[src/rtl/mcl86_bus_pkg.sv]
// Shared types and constants for the mcl86 bus bridges.
package mcl86_bus_pkg;

    localparam int ADDR_W = 20;
    localparam int DATA_W = 8;

    localparam int                TIMEOUT_DEF   = 255;
    localparam logic [DATA_W-1:0] IDLE_DATA_DEF = 8'hFF;

    typedef enum logic [1:0] {
        IDLE = 2'd0,
        ADDR = 2'd1,
        REQ  = 2'd2,
        DONE = 2'd3
    } bus_state_e;

endpackage

[src/rtl/mcl86_bus_wdt.sv]
// Loadable watchdog down-counter; expire strobes while enabled at zero.
module mcl86_bus_wdt #(
    parameter int W = 8
) (
    input  logic         clk,
    input  logic         rst,
    input  logic         clear,
    input  logic         load,
    input  logic [W-1:0] load_val,
    input  logic         en,
    output logic         expire
);

    logic [W-1:0] count;

    // Count down from the loaded value; clear beats load beats decrement.
    always_ff @(posedge clk) begin
        // NOTE: state registers use non-blocking assignments so every flop samples pre-edge values.
        if (rst) begin
            count <= '0;
        end else if (clear) begin
            count <= '0;
        end else if (load) begin
            count <= load_val;
        end else if (en && (count != '0)) begin
            count <= count - 1'b1;
        end
    end

    assign expire = en && (count == '0);

endmodule

[src/rtl/mcl86_bus_bridge.sv]
// 8088 local-bus to req/ack system-bus bridge with watchdog and INTA handling.
module mcl86_bus_bridge
    import mcl86_bus_pkg::*;
#(
    parameter int                TIMEOUT   = TIMEOUT_DEF,
    parameter logic [DATA_W-1:0] IDLE_DATA = IDLE_DATA_DEF
) (
    input  logic              clk_i,
    input  logic              rst_i,
    input  logic              cpu_ale_i,
    input  logic              cpu_rd_n_i,
    input  logic              cpu_wr_n_i,
    input  logic              cpu_iom_i,
    input  logic              cpu_inta_n_i,
    input  logic [ADDR_W-1:0] cpu_ad_i,
    output logic [DATA_W-1:0] cpu_ad_o,
    output logic              cpu_ready_o,
    output logic              bus_req_o,
    output logic              bus_we_o,
    output logic              bus_io_o,
    output logic [ADDR_W-1:0] bus_addr_o,
    output logic [DATA_W-1:0] bus_wdata_o,
    input  logic              bus_ack_i,
    input  logic [DATA_W-1:0] bus_rdata_i,
    input  logic [DATA_W-1:0] vec_i,
    output logic              intack_o,
    output logic              timeout_o
);

    localparam int WDT_W = $clog2(TIMEOUT + 1);

    bus_state_e state, next_state;
    logic       inta_cnt;
    logic       cmd;
    logic       inta_take;
    logic       req_enter;
    logic       wdt_expire;
    logic       timeout_fire;

    assign cmd          = !cpu_rd_n_i || !cpu_wr_n_i;
    // DONE is excluded so a held INTA_n low does not count as a new pulse.
    assign inta_take    = (state != DONE) && !cpu_inta_n_i;
    assign req_enter    = (state != REQ) && (next_state == REQ);
    // An ack in the expiry cycle wins over the watchdog.
    assign timeout_fire = (state == REQ) && cpu_inta_n_i && !bus_ack_i && wdt_expire;

    mcl86_bus_wdt #(.W(WDT_W)) u_wdt (
        .clk      (clk_i),
        .rst      (rst_i),
        .clear    (next_state != REQ),
        .load     (req_enter),
        .load_val (WDT_W'(TIMEOUT - 1)),
        .en       (state == REQ),
        .expire   (wdt_expire)
    );

    // Next-state decode; INTA pre-empts any command or pending request.
    always_comb begin
        // NOTE: next_state gets a default first so no path leaves it unassigned and infers a latch.
        next_state = state;
        unique case (state)
            IDLE: begin
                if (inta_take)      next_state = DONE;
                else if (cmd)       next_state = REQ;
                else if (cpu_ale_i) next_state = ADDR;
            end
            ADDR: begin
                if (inta_take) next_state = DONE;
                else if (cmd)  next_state = REQ;
            end
            REQ: begin
                if (inta_take)                    next_state = DONE;
                else if (bus_ack_i || wdt_expire) next_state = DONE;
            end
            DONE: begin
                if (cpu_rd_n_i && cpu_wr_n_i && cpu_inta_n_i) next_state = IDLE;
            end
            default: next_state = IDLE;
        endcase
    end

    // State, address/data latches, read-data return and INTA pulse counter.
    always_ff @(posedge clk_i) begin
        if (rst_i) begin
            state       <= IDLE;
            inta_cnt    <= 1'b0;
            cpu_ad_o    <= '0;
            bus_we_o    <= 1'b0;
            bus_io_o    <= 1'b0;
            bus_addr_o  <= '0;
            bus_wdata_o <= '0;
            intack_o    <= 1'b0;
            timeout_o   <= 1'b0;
        end else begin
            state     <= next_state;
            intack_o  <= 1'b0;
            timeout_o <= timeout_fire;

            if (((state == IDLE) || (state == ADDR)) && cpu_ale_i) begin
                bus_addr_o <= cpu_ad_i;
                bus_io_o   <= cpu_iom_i;
            end

            if (req_enter) begin
                bus_we_o    <= !cpu_wr_n_i;
                bus_wdata_o <= cpu_ad_i[DATA_W-1:0];
            end

            if ((state == REQ) && cpu_inta_n_i && !bus_we_o) begin
                if (bus_ack_i)       cpu_ad_o <= bus_rdata_i;
                else if (wdt_expire) cpu_ad_o <= IDLE_DATA;
            end

            if (inta_take) begin
                inta_cnt <= !inta_cnt;
                if (inta_cnt) begin
                    cpu_ad_o <= vec_i;
                    intack_o <= 1'b1;
                end else begin
                    cpu_ad_o <= IDLE_DATA;
                end
            end
        end
    end

    assign cpu_ready_o = (state == DONE);
    assign bus_req_o   = (state == REQ);

endmodule

[config.mk]
export PLATFORM = sky130hd
export DESIGN_NAME = mcl86_bus_bridge
export DESIGN_NICKNAME = d
export VERILOG_FILES = /design/src/rtl/mcl86_bus_pkg.sv /design/src/rtl/mcl86_bus_wdt.sv /design/src/rtl/mcl86_bus_bridge.sv
export SDC_FILE = /design/constraint.sdc
export NUM_CORES = 1
export LEC_CHECK = 0
export CELL_PAD_IN_SITES_DETAIL_PLACEMENT = 1
export CELL_PAD_IN_SITES_GLOBAL_PLACEMENT = 1
export CORE_MARGIN = 2
export CORE_UTILIZATION = 34
export CTS_BUF_LIST = sky130_fd_sc_hd__clkbuf_2 sky130_fd_sc_hd__clkbuf_4 sky130_fd_sc_hd__clkbuf_8
export DETAILED_ROUTE_END_ITERATION = 8
export PLACE_DENSITY = 0.84
export SLEW_MARGIN = 5
export SYNTH_ARGS = -nofsm -noshare
export SYNTH_HDL_FRONTEND = slang
export SYNTH_SLANG_ARGS = --single-unit
[constraint.sdc]
create_clock -name clk_i -period 4.7 [get_ports clk_i]
set_input_delay 0.94 -clock clk_i [delete_from_list [all_inputs] [get_ports clk_i]]
set_output_delay 0.94 -clock clk_i [all_outputs]
set_load 0.005 [all_outputs]
# Yosys cells after proc, flatten, opt, wreduce, memory -nomap -nowiden
# Index checks and enable logic that the tools add are counted.
dict set report classes {
  bitwise 1
  n_reduce_logical 30
  n_addsub 1
  n_mux 17
  n_eq_ne 7
}
# operator n
set ops {}
lappend ops {{$mux 8} 7}
lappend ops {{$mux 2} 8}
lappend ops {{$logic_and 1x1->1} 11}
lappend ops {{$logic_not 8->1} 1}
lappend ops {{$pmux 2 s4} 1}
lappend ops {{$reduce_bool 8->1} 1}
lappend ops {{$sub 8x1->8 const B} 1}
lappend ops {{$eq 2x2->1 const B} 3}
lappend ops {{$logic_not 1->1} 6}
lappend ops {{$ne 2x2->1 const B} 3}
lappend ops {{$reduce_bool 2->1} 2}
lappend ops {{$reduce_or 2->1} 2}
lappend ops {{$logic_or 1x1->1} 3}
lappend ops {{$reduce_bool 3->1} 1}
lappend ops {{$reduce_or 3->1} 1}
lappend ops {{$eq 2x1->1 const B} 1}
lappend ops {{$logic_not 2->1} 1}
lappend ops {{$reduce_and 2->1} 1}
lappend ops {{$mux 1} 1}
lappend ops {{$not 1->1} 1}
dict set report totals {
  elab_cells 67
  out_inout_bits 42
  in_bits 44
  reg_bits 51
}

# Longest topological paths before layout
dict set report logic_depth {
  depth_word 9
  depth_mapped 7
  depth_no_buf 6
}

# Cells and area by module
# Synthesis repeated with hierarchy kept, for this count alone.
dict set report hier_totals {
  cells_unflattened 269
  hier_area_um2 2140.8
}
# mod area_per_inst_um2 seq_area_each_um2 instances cells_each
set modules_own_cells {}
lappend modules_own_cells {mcl86_bus_bridge 1635.3 860.8 1 207}
lappend modules_own_cells {mcl86_bus_wdt 505.5 160.2 1 62}

# Worst setup path after synthesis
# Ideal clock, no wire load.
dict set report synth_timing {
  path_kind {in2reg}
  from {in cpu_inta_n_i}
  to {reg cpu_ad_o[7]}
  arrival_time_ns 1.831
  slack_ns 2.773
  required_ns 4.604
  path_stages 5
  setup_time_ns 0.096
  cell_sequence {inv_1 -> o21ai_1 -> buf_1 -> o21ai_0 -> o41ai_2}
}
dict set report synth_via {
  elab_chain_cells 4
}
# element line_no
set synth_lines {}
lappend synth_lines {{from (decl)} mcl86_bus_bridge.sv:14} ;# input logic cpu_inta_n_i,
lappend synth_lines {{$logic_not 1->1 / $logic_and 1x1->1 (equally long branches)} {mcl86_bus_bridge.sv:42, mcl86_bus_bridge.sv:109}}
lappend synth_lines {{$logic_and 1x1->1, on equally long branches} {mcl86_bus_bridge.sv:42, mcl86_bus_bridge.sv:109}}
lappend synth_lines {{$reduce_bool 3->1 (no source line) / $reduce_bool 2->1 (equally long branches)} -}
lappend synth_lines {{$reduce_and 2->1 (no source line)} -}
lappend synth_lines {{to (signal assigned)} mcl86_bus_bridge.sv:110} ;# if (bus_ack_i) cpu_ad_o <= bus_rdata_i;
lappend synth_lines {{to (signal assigned)} mcl86_bus_bridge.sv:117} ;# cpu_ad_o <= vec_i;
lappend synth_lines {{to (decl)} mcl86_bus_bridge.sv:16} ;# output logic [DATA_W-1:0] cpu_ad_o,
# Parallel ways exist; a longest one is shown, timed or not.
# A chain may end at the register's enable or synchronous reset.

# Worst setup path in the final report
# Same ends and word-level chain as after synthesis.

==> qor.csv <==
stage,metric,value,unit
run_status,outcome,finished clean,
grt,grtUsageTotal,18.8,%
grt,antenna_found_initial,0,
power,combPwrFrac,19.6,%
layout,mostFrequentLayoutCell,clkdlybuf4s50_1,
die,num_rows,28,
yosys,synth_seq_cells,51,
timing,timing.final.crit_share,57.5,%
critical_path,r2r_slack,2.62,ns
layout,nets,374,
grt,gr-total-overflow,0,
min_path,hold_class,register to register,
timing,hold_viol,0,
critical_path,cp.arrival,2.91,ns
die,io_pins,86,
critical_path,start_kind,input pin,
detailed_routing,drt_iter0_drc,51,
detailed_routing,drc_errors,0,
timing,max_slew.worst_pin.slew,1.24,ns
timing,period_needed,2.70,ns
timing,timing.fmax,370,MHz
layout,final_cell_mix,"84 x clkdlybuf4s50_1, 64 x nand2_1, 51 x dfxtp_1",
die,start_util,35.5,%
power,power_density,309,nW/um^2
timing,max_slew_margin,16.5,%
yosys,synthFlopType,dfxtp_1,
placed_design,place_area,3010,um^2
yosys,syn_inst,250,
job,drv_cap,0,
yosys,async_flop_share,0,%
clock_tree,cts_htree_levels,2,
critical_path,critPathRequiredTime,4.91,ns
clock_tree,cts_tree,done,
clock_tree,clk_latency,0.30,ns
clock_tree,clk_path_buf_depth,2,
power,switching_share,25.3,%
critical_path,critPathCapture,cpu_ad_o[7]$_SDFFE_PP0P_,
yosys,synth_edf_count,0,
layout,finish.instance_area,3120,um^2
power,leakage,1.10,nW
yosys,syn-cell-area,2130,um^2
detailed_routing,vias,2097,
yosys,ys_warn_count,0,
power,netSwitchingPower,0.244,mW
die,die_x,83.1,um
power,clkPwrFrac,31.0,%
clock_tree,cts_root_buffer,clkbuf_8,
detailed_routing,routedWlPerCell,15.7,um
timing,clock_skew,0.00646,ns
detailed_routing,via_per_inst,5.20,
timing,rsz0062_at_grt,false,
power,ir_drop,0.153,mV
critical_path,r2r_cells,6,
die,dieArea,6910,um^2
clock_tree,ctsResizeCount,0,
detailed_routing,dr.pass1.iters,4,
timing,worst_hold_slack,0.459,ns
grt,grt_pass1_vias,2191,
clock_tree,path_clk_slew,0.09,ns
detailed_routing,ant_nets,0,
critical_path,cp_max_fo,16,
layout,diodes,0,
critical_path,reg2reg_from,u_wdt.count[0]$_SDFFE_PP0P_,
die,design.core.area,5990,um^2
placed_design,dp_slack,1.76,ns
clock_tree,numCtsBuffers,5,
grt,grt_pass1_wl,10.5,mm
yosys,ys_seq_area_share,48.0,%
power,seqPwrFrac,49.5,%
timing,timing.final.ws_setup,2.00,ns
clock_tree,hold_buffers,0,
yosys,synth_area_per_cell,8.51,um^2
critical_path,worstSetupStartpoint,cpu_inta_n_i,
critical_path,end_kind,register,
timing,finalSetupViolations,0,
detailed_routing,routed_wirelength,6.33,mm
die,die_height,83.1,um
power,intPower,0.719,mW
layout,area_delta_synth_final,46.4,%
grt,grt_max_degree,53,
clock_tree,post_cts.repair.setup_buffers,0,
placed_design,place_congestion,0.719,
yosys,synthesis.nets,296,
timing,setup_tns,0,ns
critical_path,reg2reg_to,u_wdt.count[3]$_SDFFE_PP0P_,
critical_path,crit_type,input pin to register,
yosys,synthDistinctLibCells,41,
placed_design,dp_cells,396,
placed_design,dp_hpwl,4.38,mm
layout,final_layout_size_suffix_gt1_share,5.79,%
timing,drv_slew,0,
layout,fillCellCount,709,
clock_tree,cts_sinks,51,
placed_design,io_buffers,85,
layout,stdcell_count,403,
## cell families (layout without fill, tap and decap cells)
| family | after synthesis | count (layout) | share of synthesized area, % |
|---|---|---|---|
| fa+ha+maj | 2 | 2 | 1.18 |
| mux | 1 | 1 | 0.470 |
| compound gates | 73 | 73 | 22.7 |
| xor+xnor | 4 | 4 | 1.65 |
| flops | 51 | 51 | 48.0 |
| simple gates | 100 | 100 | 22.3 |
| buf+inv | 19 | 97 | 3.76 |
## layout make-up
cell class                      instances  area (um^2)  share of cell area, %
Clock buffer                            5         68.8                   2.21
Clock inverter                          2         37.5                   1.20
Inverter                                5         18.8                  0.602
Multi-Input combinational cell        180         1030                   33.1
Sequential cell                        51         1020                   32.8
Tap cell                               75         93.8                   3.01
Timing Repair Buffer                   85          846                   27.1
## critical path: stages
cell and delay [ns]:
clkdlybuf4s50_1 0.55, inv_1 0.10, o21ai_1 0.97, o21ai_0 0.25
o41ai_2 0.09
## synthesized netlist by cell type (4+ instances only)
cell type	number	area, um^2
a211oi_1	5	37.5
a21oi_1	32	160
clkbuf_1	9	33.8
dfxtp_1	51	1020
inv_1	5	18.8
nand2_1	64	240
nor2_1	6	22.5
nor2b_1	11	68.8
nor3_1	4	20.0
o21ai_1	8	40.0
o22ai_1	8	50.1
o41ai_1	6	52.6
## worst min-delay path by stage
stage	to	start	slack, ns	cells past startpoint
2_1_floorplan	bus_addr_o[0]$_SDFFE_PP0P_	bus_addr_o[0]$_SDFFE_PP0P_	0.45	2
3_3_place_gp	bus_addr_o[9]$_SDFFE_PP0P_	bus_addr_o[9]$_SDFFE_PP0P_	0.44	2
3_5_place_dp	bus_wdata_o[1]$_SDFFE_PP0P_	bus_wdata_o[1]$_SDFFE_PP0P_	0.45	2
4_1_cts	bus_wdata_o[1]$_SDFFE_PP0P_	bus_wdata_o[1]$_SDFFE_PP0P_	0.46	2
5_1_grt	bus_wdata_o[2]$_SDFFE_PP0P_	bus_wdata_o[2]$_SDFFE_PP0P_	0.48	2
6_report	bus_wdata_o[2]$_SDFFE_PP0P_	bus_wdata_o[2]$_SDFFE_PP0P_	0.46	2
## power groups by stage
| stage | clock (mW) | combinational (mW) | sequential, mW |
|---|---|---|---|
| 6_report | 0.299 | 0.188 | 0.476 |
| 5_1_grt | 0.326 | 0.205 | 0.480 |
| 4_1_cts | 0.309 | 0.191 | 0.477 |
| 3_5_place_dp | 0 | 0.188 | 0.486 |
| 3_3_place_gp | 0 | 0.183 | 0.485 |
| 2_1_floorplan | 0 | 0.0818 | 0.486 |
## per-stage QoR
step,total power [mW],util [%]
finish,0.963,52.0
global placement,0.668,50.2
floorplan,0.568,-
detailed placement,0.675,50.2
global route,1.01,52.0
CTS,0.977,52.0
## layer usage
layer  vias up  track usage (%)  wire length, um
met3        21             4.77              284
met5         -                0                0
met1       989             20.7             2580
met4         0             10.7              272
met2        63             32.6             3200
li1       1024                -                -
## registers in the layout (all words and copies together), names as in the netlist
name         flops
intack_o         1
inta_cnt         1
bus_we_o         1
state            2
u_wdt.count      8
bus_io_o         1
cpu_ad_o         8
bus_wdata_o      8
bus_addr_o      20
timeout_o        1
(Power assumes the default switching activity.)
